**config.mk**
```make
export PLATFORM = sky130hd
export DESIGN_NAME = vend_controller
export DESIGN_NICKNAME = d
export VERILOG_FILES = /design/src/rtl/vend_controller.sv
export SDC_FILE = /design/constraint.sdc
export NUM_CORES = 1
export LEC_CHECK = 0
export CAP_MARGIN = 20
export CORE_MARGIN = 3
export CORE_UTILIZATION = 28
export CTS_CLUSTER_SIZE = 20
export DETAILED_ROUTE_END_ITERATION = 16
export MAX_ROUTING_LAYER = met4
export PLACE_DENSITY = 0.5
export REMOVE_ABC_BUFFERS = 1
export SYNTH_ARGS = -nofsm -noshare
export SYNTH_HDL_FRONTEND = slang
export SYNTH_SLANG_ARGS = --single-unit
```
**constraint.sdc**
```tcl
create_clock -name clk -period 4.25 [get_ports clk]
set_input_delay 0.6375 -clock clk [delete_from_list [all_inputs] [get_ports clk]]
set_output_delay 0.6375 -clock clk [all_outputs]
set_load 0.005 [all_outputs]
```
**src/rtl/vend_controller.sv**
```systemverilog
`default_nettype none
// ============================================================================
//  Module      : vend_controller
//  Description : Vending-machine transaction sequencer. Consumes single-cycle
//                keypad strobes, tracks per-product stock and inserted credit,
//                times out idle payments, drives dispense and change results.
//  Revision    : 1.0 - initial release
// ============================================================================
module vend_controller #(
    parameter logic [7:0]  PRICE0          = 8'd15,
    parameter logic [7:0]  PRICE1          = 8'd20,
    parameter logic [7:0]  PRICE2          = 8'd35,
    parameter logic [7:0]  PRICE3          = 8'd50,
    parameter logic [7:0]  INIT_QTY        = 8'd5,
    parameter logic [23:0] TIMEOUT_CYCLES  = 24'd10_000_000,
    parameter logic [7:0]  DISPENSE_CYCLES = 8'd50
) (
    input  logic       clk,
    input  logic       reset,
    input  logic       key_strobe,
    input  logic [3:0] key_value,
    output logic [7:0] view_price,
    output logic [7:0] view_quantity,
    output logic [7:0] entered_amount,
    output logic [1:0] product,
    output logic       dispense,
    output logic [7:0] change_amount,
    output logic       change_valid,
    output logic       coin_reject,
    output logic       soldout,
    output logic [2:0] state
);

    typedef enum logic [2:0] {
        ST_IDLE     = 3'd0,
        ST_PAY      = 3'd1,
        ST_DISPENSE = 3'd2,
        ST_CHANGE   = 3'd3
    } state_t;

    localparam logic [3:0] c_KEY_RESTOCK = 4'hA;
    localparam logic [3:0] c_KEY_CANCEL  = 4'hB;
    // Dispense counter runs from this value down to zero inclusive.
    localparam logic [7:0] c_DISP_LOAD   = (DISPENSE_CYCLES > 8'd1) ? (DISPENSE_CYCLES - 8'd1) : 8'd0;

    // Architectural state
    state_t      r_state;
    logic [1:0]  r_product;
    logic [7:0]  r_qty [4];
    logic [7:0]  r_credit;
    logic [23:0] r_timer;
    logic [7:0]  r_disp_cnt;

    // Registered outputs
    logic [7:0]  r_view_price;
    logic [7:0]  r_view_quantity;
    logic [7:0]  r_change_amount;
    logic        r_change_valid;
    logic        r_coin_reject;
    logic        r_soldout;
    logic        r_dispense;

    // Next-state values
    state_t      w_state;
    logic [1:0]  w_product;
    logic [7:0]  w_qty [4];
    logic [7:0]  w_credit;
    logic [23:0] w_timer;
    logic [7:0]  w_disp_cnt;
    logic [7:0]  w_change_amount;
    logic        w_change_valid;
    logic        w_coin_reject;
    logic        w_soldout;

    // Key decode
    logic        w_is_select;
    logic [1:0]  w_sel_idx;
    logic        w_is_coin;
    logic [7:0]  w_coin_val;
    logic [8:0]  w_credit_sum;
    logic [7:0]  w_cur_price;

    function automatic logic [7:0] price_of(input logic [1:0] idx);
        case (idx)
            2'd0:    price_of = PRICE0;
            2'd1:    price_of = PRICE1;
            2'd2:    price_of = PRICE2;
            default: price_of = PRICE3;
        endcase
    endfunction

    // Decode the strobed key into selection / coin events and the candidate credit
    always_comb begin
        w_is_coin  = 1'b0;
        w_coin_val = 8'd0;
        if (key_strobe) begin
            case (key_value)
                4'h5:    begin w_is_coin = 1'b1; w_coin_val = 8'd1;  end
                4'h6:    begin w_is_coin = 1'b1; w_coin_val = 8'd5;  end
                4'h7:    begin w_is_coin = 1'b1; w_coin_val = 8'd10; end
                default: begin w_is_coin = 1'b0; w_coin_val = 8'd0;  end
            endcase
        end
        w_is_select  = key_strobe && (key_value >= 4'h1) && (key_value <= 4'h4);
        w_sel_idx    = key_value[1:0] - 2'd1;
        w_credit_sum = {1'b0, r_credit} + {1'b0, w_coin_val};
        w_cur_price  = price_of(r_product);
    end

    // Next-state, inventory, credit and event-pulse logic
    always_comb begin
        w_state         = r_state;
        w_product       = r_product;
        w_qty           = r_qty;
        w_credit        = r_credit;
        w_timer         = r_timer;
        w_disp_cnt      = r_disp_cnt;
        w_change_amount = r_change_amount;
        w_change_valid  = 1'b0;
        w_coin_reject   = 1'b0;
        w_soldout       = 1'b0;

        case (r_state)
            ST_IDLE: begin
                if (w_is_select) begin
                    if (r_qty[w_sel_idx] != 8'd0) begin
                        w_product = w_sel_idx;
                        w_state   = ST_PAY;
                        w_credit  = 8'd0;
                        w_timer   = TIMEOUT_CYCLES;
                    end else begin
                        w_soldout = 1'b1;
                    end
                end else if (key_strobe && (key_value == c_KEY_RESTOCK)) begin
                    for (int i = 0; i < 4; i++) begin
                        w_qty[i] = INIT_QTY;
                    end
                end
            end

            ST_PAY: begin
                // A satisfied price wins over any key in the same cycle.
                if (r_credit >= w_cur_price) begin
                    w_state         = ST_DISPENSE;
                    w_change_amount = r_credit - w_cur_price;
                    w_credit        = 8'd0;
                    w_disp_cnt      = c_DISP_LOAD;
                    if (r_qty[r_product] != 8'd0) begin
                        w_qty[r_product] = r_qty[r_product] - 8'd1;
                    end
                end else if (w_is_coin) begin
                    // A coin outranks a coincident timeout and restarts the idle window.
                    if (w_credit_sum[8]) begin
                        w_coin_reject = 1'b1;
                        w_timer       = (r_timer > 24'd1) ? (r_timer - 24'd1) : 24'd0;
                        if (r_timer <= 24'd1) begin
                            w_change_amount = r_credit;
                            w_change_valid  = 1'b1;
                            w_credit        = 8'd0;
                            w_state         = ST_IDLE;
                        end
                    end else begin
                        w_credit = w_credit_sum[7:0];
                        w_timer  = TIMEOUT_CYCLES;
                    end
                end else if ((key_strobe && (key_value == c_KEY_CANCEL)) || (r_timer <= 24'd1)) begin
                    w_change_amount = r_credit;
                    w_change_valid  = 1'b1;
                    w_credit        = 8'd0;
                    w_state         = ST_IDLE;
                end else begin
                    w_timer = r_timer - 24'd1;
                end
            end

            ST_DISPENSE: begin
                if (r_disp_cnt == 8'd0) begin
                    w_state        = ST_CHANGE;
                    w_change_valid = 1'b1;
                end else begin
                    w_disp_cnt = r_disp_cnt - 8'd1;
                end
            end

            ST_CHANGE: begin
                w_state = ST_IDLE;
            end

            default: begin
                w_state = ST_IDLE;
            end
        endcase
    end

    // State, inventory and output registers
    always_ff @(posedge clk or posedge reset) begin
        if (reset) begin
            r_state         <= ST_IDLE;
            r_product       <= 2'd0;
            for (int i = 0; i < 4; i++) begin
                r_qty[i] <= INIT_QTY;
            end
            r_credit        <= 8'd0;
            r_timer         <= 24'd0;
            r_disp_cnt      <= 8'd0;
            r_view_price    <= 8'd0;
            r_view_quantity <= 8'd0;
            r_change_amount <= 8'd0;
            r_change_valid  <= 1'b0;
            r_coin_reject   <= 1'b0;
            r_soldout       <= 1'b0;
            r_dispense      <= 1'b0;
        end else begin
            r_state         <= w_state;
            r_product       <= w_product;
            r_qty           <= w_qty;
            r_credit        <= w_credit;
            r_timer         <= w_timer;
            r_disp_cnt      <= w_disp_cnt;
            r_view_price    <= (w_state == ST_IDLE) ? 8'd0 : price_of(w_product);
            r_view_quantity <= w_qty[w_product];
            r_change_amount <= w_change_amount;
            r_change_valid  <= w_change_valid;
            r_coin_reject   <= w_coin_reject;
            r_soldout       <= w_soldout;
            r_dispense      <= (w_state == ST_DISPENSE);
        end
    end

    assign view_price     = r_view_price;
    assign view_quantity  = r_view_quantity;
    assign entered_amount = r_credit;
    assign product        = r_product;
    assign dispense       = r_dispense;
    assign change_amount  = r_change_amount;
    assign change_valid   = r_change_valid;
    assign coin_reject    = r_coin_reject;
    assign soldout        = r_soldout;
    assign state          = r_state;

endmodule
`default_nettype wire
```
; Word level (Yosys, flattened, before mapping)
; Cells that the tools add are included.
[totals]
regBits = 105
output_inout_bits = 41
wordCells = 151
[classes]
add_sub_neg = 6
order_cmp = 9
eq_ne = 22
mux = 74
bitwise = 3
n_reduce_logical = 21
[ops]
columns = op, count
row1 = two-way mux 8 bit, 22
row2 = two-way mux 24 bit, 7
row3 = two-way mux 32 bit, 4
row4 = one-hot mux 32 bit (2 select lines), 1
row5 = binary-select mux 8 bit (select 2 bit), 3
row6 = one-hot mux 24 bit (2 select lines), 1
row7 = one-hot mux 6 bit (3 select lines), 2
row8 = bitwise mux 32 bit, 1
row9 = one-hot mux 8 bit (2 select lines), 2
row10 = "> comparator 24 x 1 -> 1 bit, second input constant", 1
row11 = "less-or-equal comparator 24 x 1 -> 1 bit, second input constant", 1
row12 = two-way mux 3 bit, 8
row13 = "subtractor 24 x 1 -> 24 bit, second input constant", 1
row14 = demux 8 bit (select 2 bit), 1
row15 = nonzero test 8 bit, 2
row16 = "subtractor 8 x 1 -> 8 bit, second input constant", 2
row17 = two-way mux 1 bit, 15
row18 = "equality test 4 x 3 -> 1 bit, second input constant", 3
row19 = one-hot mux 4 bit (3 select lines), 1
row20 = "inequality test 2 bit, second input constant", 5
row21 = AND reduction 5 bit, 2
row22 = adder 8 x 8 -> 9 bit, 1
row23 = ">= comparator 3 bit, second input constant", 3
row24 = NOT 2 -> 3 bit, 3
row25 = 29 further kinds, 43

; Logic depth before layout (Yosys ltp)
; Gate-level depths: netlist (run 1).
[depth]
depth_word = 13
mapped_depth = 16
mapped_depth_nobuf = 13

; Worst setup path after synthesis (run 1)
; OpenSTA, ideal clock, no wires.
[synth_path]
path_type = input -> register
startpoint = input port key_value[0]
endpoint = register r_timer[7]
setup_ps = 121
arrival_time_ps = 3501
required_time_ps = 4129
setup_slack_ps = 627
cell_stages = 15
n_path_buf = 2
cell_sequence = inv_1 > ha_1 > o21a_1 > ha_1 > fa_1 > a21o_1 > a21o_1 > a31o_2 > a211o_1 > clkbuf_1 > nand2b_1 > clkbuf_1 > nor2_1 > nor2_1 > o22a_1
[synth_via]
elab_chain_len = 8
elab_cells_between_ends = 30
cone_classes = add/sub (2) / order compare (2) / eq/ne (7) / mux (11) / bitwise (1) / reduce/logical (7)
[synth_rtl]
columns = item, line
row1 = "start, declared", 21  ; input logic [3:0] key_value,
row2 = equality test 4 x 3 -> 1 bit / subtractor 2 x 1 -> 2 bit (equally long branches), "97, 105"
row3 = one-hot mux 4 bit (3 select lines) / NOT 2 -> 3 bit (equally long branches), "97, 126"
row4 = two-way mux 4 bit / binary-select mux 8 bit (select 2 bit) (equally long branches), "96, 126"
row5 = adder 8 x 8 -> 9 bit / two-way mux 8 bit (equally long branches), "106, 126"
row6 = two-way mux 24 bit / two-way mux 8 bit (equally long branches), "153, 126"
row7 = two-way mux 24 bit / nonzero test 8 bit (equally long branches), "151, 126"
row8 = two-way mux 24 bit / inequality test 2 bit (equally long branches), n/a
row9 = one-hot mux 24 bit (2 select lines) / AND reduction 5 bit (equally long branches), n/a
row10 = "end signal, assigned", 218  ; r_timer <= w_timer;
row11 = "end, declared", 51  ; logic [23:0] r_timer;
; Parallel ways exist; a longest one is shown, timed or not. The select of a mux whose other input is x is not followed.
; A chain may end at the register's enable or synchronous reset.

; Final worst setup path (run 1)
[layout_path]
startpoint = input port key_value[0]
endpoint = register r_timer[19]
; The elaborated chain is that of the path after synthesis.

==> results.md, run 1 <==
Synthesis:
- Ranked by total cell area, the synthesized netlist is headed by dfrtp_1, mux2i_1, ha_1.
- The number of unique standard cell types used by synthesis is 65.
- Of the synthesized area, sequential elements account for 0.449.
- The total standard cell area after synthesis is about 5800 sq um.
- The top flip-flop cell by instance count after synthesis is dfrtp_1.
- The number of synthesized register bits is a little over 100.
- Of the post-synthesis cell area, the dominant cell type holds 0.413.
- The number of instances in the synthesized netlist is 582.
- The largest total area in the synthesized netlist belongs to dfrtp_1.
- The count of yosys warnings during synthesis is 0.
- The number of enable-type register cells in the synthesized netlist is 0.
- The mean cell area of the mapped netlist is 9.90 sq um.
- Counting flops with an async set or reset pin after synthesis yields a share of 1.00.

Cells and area:
- The most frequent standard cell in the layout excluding fill and tap cells is dfrtp_1.
- The end-of-flow core utilization is 0.349.
- The multi-input combinational cells in the finished layout cover a total of 2980 sq um.
- The layout overhead on the synthesized area is 20.3%.
- The fraction of layout instances using a drive strength above 1 is 0.117.
- Leaving out fill and tap cells, the most frequent cells in the layout are dfrtp_1, nand2_1, nor2_1.
- The number of fill cells is 1,953.
- The antenna diode instance count is 0.
- The design area is 6930 sq um.
- Registers take 2590 sq um.
- The total number of nets in the final design is between 600 and 700.

STA:
- The transition time at the pin with the least slew margin is 0.871 ns.
- Adding up every negative setup slack in the final design gives 0 ns.
- The number of setup violations in the final report is 0.
- Setup repair after global routing left no endpoint under its margin.
- The maximum clock rate is 0.263 GHz.
- The final hold slack is just under 0.5 ns.
- The hold violation count in the final report came to 0.
- The final critical-path required period is between 3 and 4 ns.
- Across the routed clock network, the largest skew measured is 0.0130 ns.
- Of the available clock period, the critical path in the final layout requires 0.893.
- The max-slew violation total from the final report is 0.
- The worst slew margin relative to its limit is 0.420.

Clock tree:
- The cell at the root of the clock tree is clkbuf_16.
- The number of clock sinks is 103.
- After clock tree synthesis, the flow added hold-fix buffers numbering 0.
- The clock passes through at most 2 buffers.
- The clock insertion delay at the later pin of the skew report is 0.36 ns.
- The H-tree generated during clock tree synthesis spans 3 levels.
- The count of cells resized by post-cts repair is 0.
- TritonCTS built the clock tree.
- After clock tree synthesis, the setup repair step added 0 buffers.
- Counting the buffers created by CTS gives 9.
- The clock slew at the register clock pins of the worst setup and hold paths is 0.08 ns.

Job:
- Max-cap violations in this run came to 0.

Power:
- The power per standard cell area is 412 nW/um^2.
- Of the total power, registers draw 0.444.
- The switching fraction of total power is 0.331.
- The power share of the clock group is 0.290.
- The analysis attributes to net switching a power of ~940 uW.
- The combinational cell fraction of total power is 0.266.
- In this run the static leakage power is ~0.0032 uW.
- The largest voltage drop on the vdd net is 0.195 mV.
- The internal power is 1910 uW.

Detailed routing:
- After detailed routing, the average wire length per cell comes to 16.6 microns.
- After detailed routing, the number of vias per cell comes to about 5.
- The number of design rule violations left after detail routing is 0.
- The number of iterations in the first detailed-routing pass is 5.
- The final wirelength is 15,200 microns.
- The violation count after the first detailed-routing iteration is 260.
- The count of vias placed by the detailed router is 4,566.
- Once detail routing completed, the nets flagged for antenna violations numbered 0.

Setup path:
- At the worst endpoint, the arrival time is 4.04 ns.
- The category of the worst setup path launch point is a primary input.
- The critical path class is primary input to flip-flop.
- Data on the critical path is required at its endpoint by 4.49 ns.
- In this run the worst path has a maximum fanout of 9.
- The element type at the critical path end is a flip-flop.
- Counting cells, the worst reg-to-reg path comes to 8.

Placed design:
- Summing all placed instances gives a cell area of 6630 sq um.
- The count of buffers inserted at the top-level ports is 45.
- After legalization and detailed placement, the total HPWL measured 11,200 microns.
- The routability-driven placement congestion ratio is 0.861.

GRT:
- Across every metal layer, demand over resource in global routing totals 0.146.
- The number of antenna violations at the first check in global routing is 0.
- The first global-routing pass estimated 25,200 microns of wire.
- The number of global-route vias before repair is between 4,000 and 5,000.
- The largest net degree at the start of global routing is 62.
- The remaining global-route overflow is 0.

Floorplan:
- The height of the die is 149 microns.
- The starting density of the core is 0.290.
- The horizontal extent of the die is 149 microns.
- The floorplan step defined a die boundary enclosing approximately 22,000 sq um.
- 48 I/O pins were placed.
- The placeable core region is about 20,000 sq um.
- The row count is 51.

Hold path:
- The type of the most critical hold path is flip-flop to flip-flop.
- Along the worst hold path, the cell count comes to 2.

Status:
- The flow ran to the end, and the final reports show no timing, DRC or antenna violations.
==> cells in the mapped netlist (9+ instances only) <==
library cell  instances
o22a_1                9
nor2_1               53
xor2_1                9
inv_1                26
o21ai_0              48
dfrtp_1              95
nand3_1              28
mux2i_1              28
nand2_1              60
ha_1                 21
clkbuf_1             12
a31oi_1              11
a21oi_1              18
mux4_2               10
nor4_1               11
nor3_1               20
==> flip-flops by register name (all words and copies together) (netlist names), 2 cells and up <==
register,flops
product,2
entered_amount,8
state,3
r_timer,24
r_disp_cnt,8
view_price,6
r_qty,32
change_amount,8
view_quantity,8
==> worst max-delay path: stages <==
cell	delay (ns)
clkdlybuf4s50_1	0.48
buf_4	0.18
ha_1	0.22
o21a_1	0.20
ha_1	0.21
fa_1	0.41
a21o_1	0.18
a21o_1	0.22
a31o_2	0.25
a211o_1	0.28
buf_4	0.18
nor2b_1	0.16
buf_4	0.17
a21oi_1	0.07
o22a_1	0.20
==> worst paths after layout <==
kind / to / startpoint / slack, ns
max in group asynchronous: r_qty[26] / reset / 2.61
hold reg to reg: change_amount[4] / change_amount[4] / 0.48
min in group asynchronous: r_qty[4] / reset / 0.79
setup reg to reg: view_quantity[1] / product[0] / 0.78
setup / recovery: r_timer[19] / key_value[0] / 0.45
hold / removal: change_amount[4] / change_amount[4] / 0.48
==> power by group through the flow <==
stage	clock (uW)	sequential (uW)	combinational, uW
after floorplan	0	1260	478
after global placement	0	1280	753
after detailed placement	0	1280	765
after CTS	860	1270	770
after global routing	902	1290	855
final	827	1270	760
==> per-stage QoR <==
step	cells	setup slack (ns)	power [uW]
finish	915	0.454	2850
global route	915	0.240	3050
CTS	914	0.474	2900
detailed placement	898	0.121	2050
global placement	898	0.161	2030
floorplan	565	0.535	1740
==> per-layer routing <==
| metal | global-route usage | share of wire |
|---|---|---|
| met1 | 0.196 | 0.48 |
| met2 | 0.231 | 0.47 |
| met3 | 0.0279 | 0.036 |
| met4 | 0.0343 | 0.013 |
| met5 | - | 0 |
==> cell families after synthesis <==
| logic type | synth area share |
|---|---|
| XOR/XNOR | 0.0258 |
| other | 0.000651 |
| buffers and inverters | 0.0348 |
| AO/OA/AOI/OAI | 0.144 |
| AND/OR/NAND/NOR | 0.192 |
| flip-flops | 0.449 |
| adder cells (fa/ha/maj) | 0.0526 |
| multiplexers | 0.101 |
==> final cells by class <==
type	count	area share
Timing Repair Buffer	69	0.0906
Clock buffer	9	0.0325
Clock inverter	7	0.00957
Tap cell	265	0.0479
Multi-Input combinational cell	435	0.431
Inverter	27	0.0153
Sequential cell	103	0.373
(Power assumes the default switching activity.)
==> run 2, diff against run 1 <==
CORE_MARGIN = 2   (was 3)
==> results.md, run 2 (synthesis results as in run 1) <==
Clock tree:
- The count of cells resized by post-cts repair is 0 (unchanged).
- The maximum buffer depth of the clock tree is 2 (unchanged).
- The post-CTS setup buffer count was 0 (unchanged).
- The quantity of hold-fixing buffers added after cts is 0 (unchanged).
- The number of clock sinks is 103 (unchanged).
- The number of clock buffers inserted by TritonCTS is 9 (unchanged).
- The deepest level of the CTS H-tree came to 3 (unchanged).
- The TritonCTS clock tree is yes (unchanged).
- The clock insertion delay at the later pin of the skew report was 0.36 ns (about the same).
- The cell at the root of the clock tree is clkbuf_16 (unchanged).
- The clock slew at the register clock pins of the worst setup and hold paths is 0.08 ns (about the same).

Power:
- The leakage power figure is 0.00317 uW (was 0.00320 uW).
- The switching fraction of total power is 0.331 (about the same).
- The fraction of power consumed by sequential logic is 0.450 (was 0.444).
- The power spent charging and discharging nets is 940 uW (was 944 uW).
- The combinational cell fraction of total power is 0.260 (was 0.266).
- The largest voltage drop on the vdd net is 0.210 mV (was 0.195 mV).
- The power share of the clock group was 0.290 (about the same).
- The internal power is 1900 uW (was 1910 uW).
- The power per standard cell area came to 411 nW/um^2 (was 412 nW/um^2).

Detailed routing:
- The count of vias placed by the detailed router came to 4,601 (was 4,566).
- The final wirelength is 15,100 microns (was 15,200 microns).
- The violation count after the first detailed-routing iteration was 287 (was 260).
- The number of nets still failing antenna checks after routing is 0 (unchanged).
- The via count normalized by instance count is 5.03 (was 4.99).
- The detailed-route wire length per cell came to 16.5 microns (was 16.6 microns).
- The number of iterations in the first detailed-routing pass is 4 (was 5).
- The number of design rule violations left after detail routing came to 0 (unchanged).

STA:
- The number of setup violations in the final report came to 0 (unchanged).
- The maximum clock rate is 0.261 GHz (was 0.263 GHz).
- The post-route setup TNS is 0 ns (unchanged).
- The transition time at the pin with the least slew margin was 0.833 ns (was 0.871 ns).
- The setup clock skew after layout is 0.0134 ns (was 0.0130 ns).
- The worst slew margin relative to its limit is 0.445 (was 0.420).
- RSZ-0062 raised after global routing: no (unchanged).
- The hold violation count in the final report was 0 (unchanged).
- The final critical-path required period is 3.83 ns (was 3.80 ns).
- The max-slew violation total from the final report was 0 (unchanged).
- The period utilization was 0.901 (was 0.893).

Setup path:
- List of cells traversed by the critical path: clkdlybuf4s50_1 > inv_1 > ha_1 > o21a_1 > ha_1 > fa_1 > a21o_1 > a21o_1 > a31o_2 > a211o_1 > and2b_1 > buf_4 > o21ai_0 > o31ai_1 (was clkdlybuf4s50_1 > buf_4 > ha_1 > o21a_1 > ha_1 > fa_1 > a21o_1 > a21o_1 > a31o_2 > a211o_1 > buf_4 > nor2b_1 > buf_4 > a21oi_1 > o22a_1).
- The delay of the slowest cell on the worst path came to 0.60 ns (was 0.48 ns).
- The element type at the critical path end is a flip-flop (unchanged).
- The peak fanout along the critical path is 25 (was 9).
- The required time of the critical path is 4.49 ns (about the same).
- The category of the worst setup path launch point was a primary input (unchanged).
- The arrival time at the worst endpoint was 4.07 ns (was 4.04 ns).
- The slowest cell on the critical path is clkdlybuf4s50_1 (unchanged).
- The number of cell instances on the worst register-to-register path is 12 (was 8).
- The critical path class is primary input to flip-flop (unchanged).

GRT:
- The global-route wire length before repair was 25,200 microns (about the same).
- The number of global-route vias before repair is 4,629 (was 4,708).
- The largest net degree at the start of global routing was 59 (was 62).
- The number of antenna violations at the first check in global routing came to 0 (unchanged).
- The remaining global-route overflow is 0 (unchanged).
- The aggregate global-route resource usage came to 0.150 (was 0.146).

Status:
- Run status: finished clean (unchanged).

Cells and area:
- The most frequent standard cell in the layout excluding fill and tap cells is dfrtp_1 (unchanged).
- The fraction of layout instances using a drive strength above 1 was 0.109 (was 0.117).
- The layout overhead on the synthesized area is 19.8% (was 20.3%).
- The register with the most flip-flops is r_qty (unchanged).
- The antenna diode instance count was 0 (unchanged).
- Leading cell types in the layout, fill and taps excluded: dfrtp_1, nand2_1, nor2_1 (unchanged).
- Top Registers: r_qty (32), r_timer (24) (unchanged).
- The number of fill cells is 2,029 (was 1,953).
- The design area is 6900 sq um (was 6930 sq um).
- The total number of nets in the final design was 670 (was 675).
- The flip-flop count of the largest register, all copies and words added is 32 (unchanged).

Floorplan:
- The row count is 52 (was 51).
- The height of the die is 147 microns (was 149 microns).
- The horizontal extent of the die is 147 microns (was 149 microns).
- The starting density of the core is 0.285 (was 0.290).
- The I/O pin count is 48 (unchanged).
- The area of the die is 21,700 sq um (was 22,300 sq um).
- The placeable core region was 20,200 sq um (was 19,800 sq um).

Job:
- The reported max-cap violation count is 0 (unchanged).

Hold path:
- The cell count of the worst hold path is 2 (unchanged).
- The type of the most critical hold path was flip-flop to flip-flop (unchanged).

Placed design:
- The routability-driven placement congestion ratio is 0.851 (was 0.861).
- The half-perimeter wire length of the detailed placement result came to 10,900 microns (was 11,200 microns).
- The count of buffers inserted at the top-level ports is 45 (unchanged).
- The post-place instance area is 6610 sq um (was 6630 sq um).
[run 2: area by class of cell]
| class | instances | area, sq um | area share |
|---|---|---|---|
| Inverter | 27 | 106 | 0.0154 |
| Clock buffer | 10 | 229 | 0.0332 |
| Clock inverter | 6 | 52.6 | 0.00762 |
| Timing Repair Buffer | 64 | 603 | 0.0874 |
| Multi-Input combinational cell | 435 | 2980 | 0.432 |
| Sequential cell | 103 | 2590 | 0.375 |
| Tap cell | 270 | 338 | 0.0490 |
[run 2: final timing paths]
| path | start | endpoint | slack, ns |
|---|---|---|---|
| setup reg to reg | product[0] | view_quantity[3] | 0.55 |
| min in group asynchronous | reset | r_qty[25] | 0.71 |
| hold / removal | change_amount[4] | change_amount[4] | 0.48 |
| max in group asynchronous | reset | r_qty[18] | 2.77 |
| hold reg to reg | change_amount[4] | change_amount[4] | 0.48 |
| setup / recovery | key_value[0] | r_timer[6] | 0.42 |
[run 2: per-stage QoR]
stage | total power (uW) | std cells | worst slack, ns | hold slack, ns | utilization
after floorplan | 1740 | 565 | 0.535 | 0.451 | -
after global placement | 2030 | 898 | 0.139 | 0.468 | 0.327
after detailed placement | 2030 | 898 | 0.0527 | 0.473 | 0.327
after CTS | 2870 | 914 | 0.433 | 0.490 | 0.341
after global routing | 3020 | 915 | 0.142 | 0.513 | 0.341
final | 2840 | 915 | 0.420 | 0.480 | 0.341
[run 2: layer usage]
| layer | track usage | vias up | wire (microns) |
|---|---|---|---|
| met1 | 0.208 | 2248 | 7340 |
| li1 | - | 2209 | - |
| met3 | 0.0284 | 18 | 726 |
| met4 | 0.0543 | 0 | 323 |
| met5 | - | - | 0 |
| met2 | 0.221 | 126 | 6710 |
[run 2: power groups by stage]
stage | clock (uW) | sequential, uW | combinational (uW)
final | 822 | 1280 | 739
after global routing | 888 | 1300 | 828
after CTS | 847 | 1280 | 747
after detailed placement | 0 | 1290 | 742
after global placement | 0 | 1290 | 735
after floorplan | 0 | 1260 | 478
[run 2: worst max-delay path, delay by kind of cell]
kind | cells | cell delay [ns]
buffers and inverters | 3 | 0.92
adders and majority gates | 3 | 0.84
AOI/OAI and AO/OA | 7 | 1.44
and+or+nand+nor | 1 | 0.22
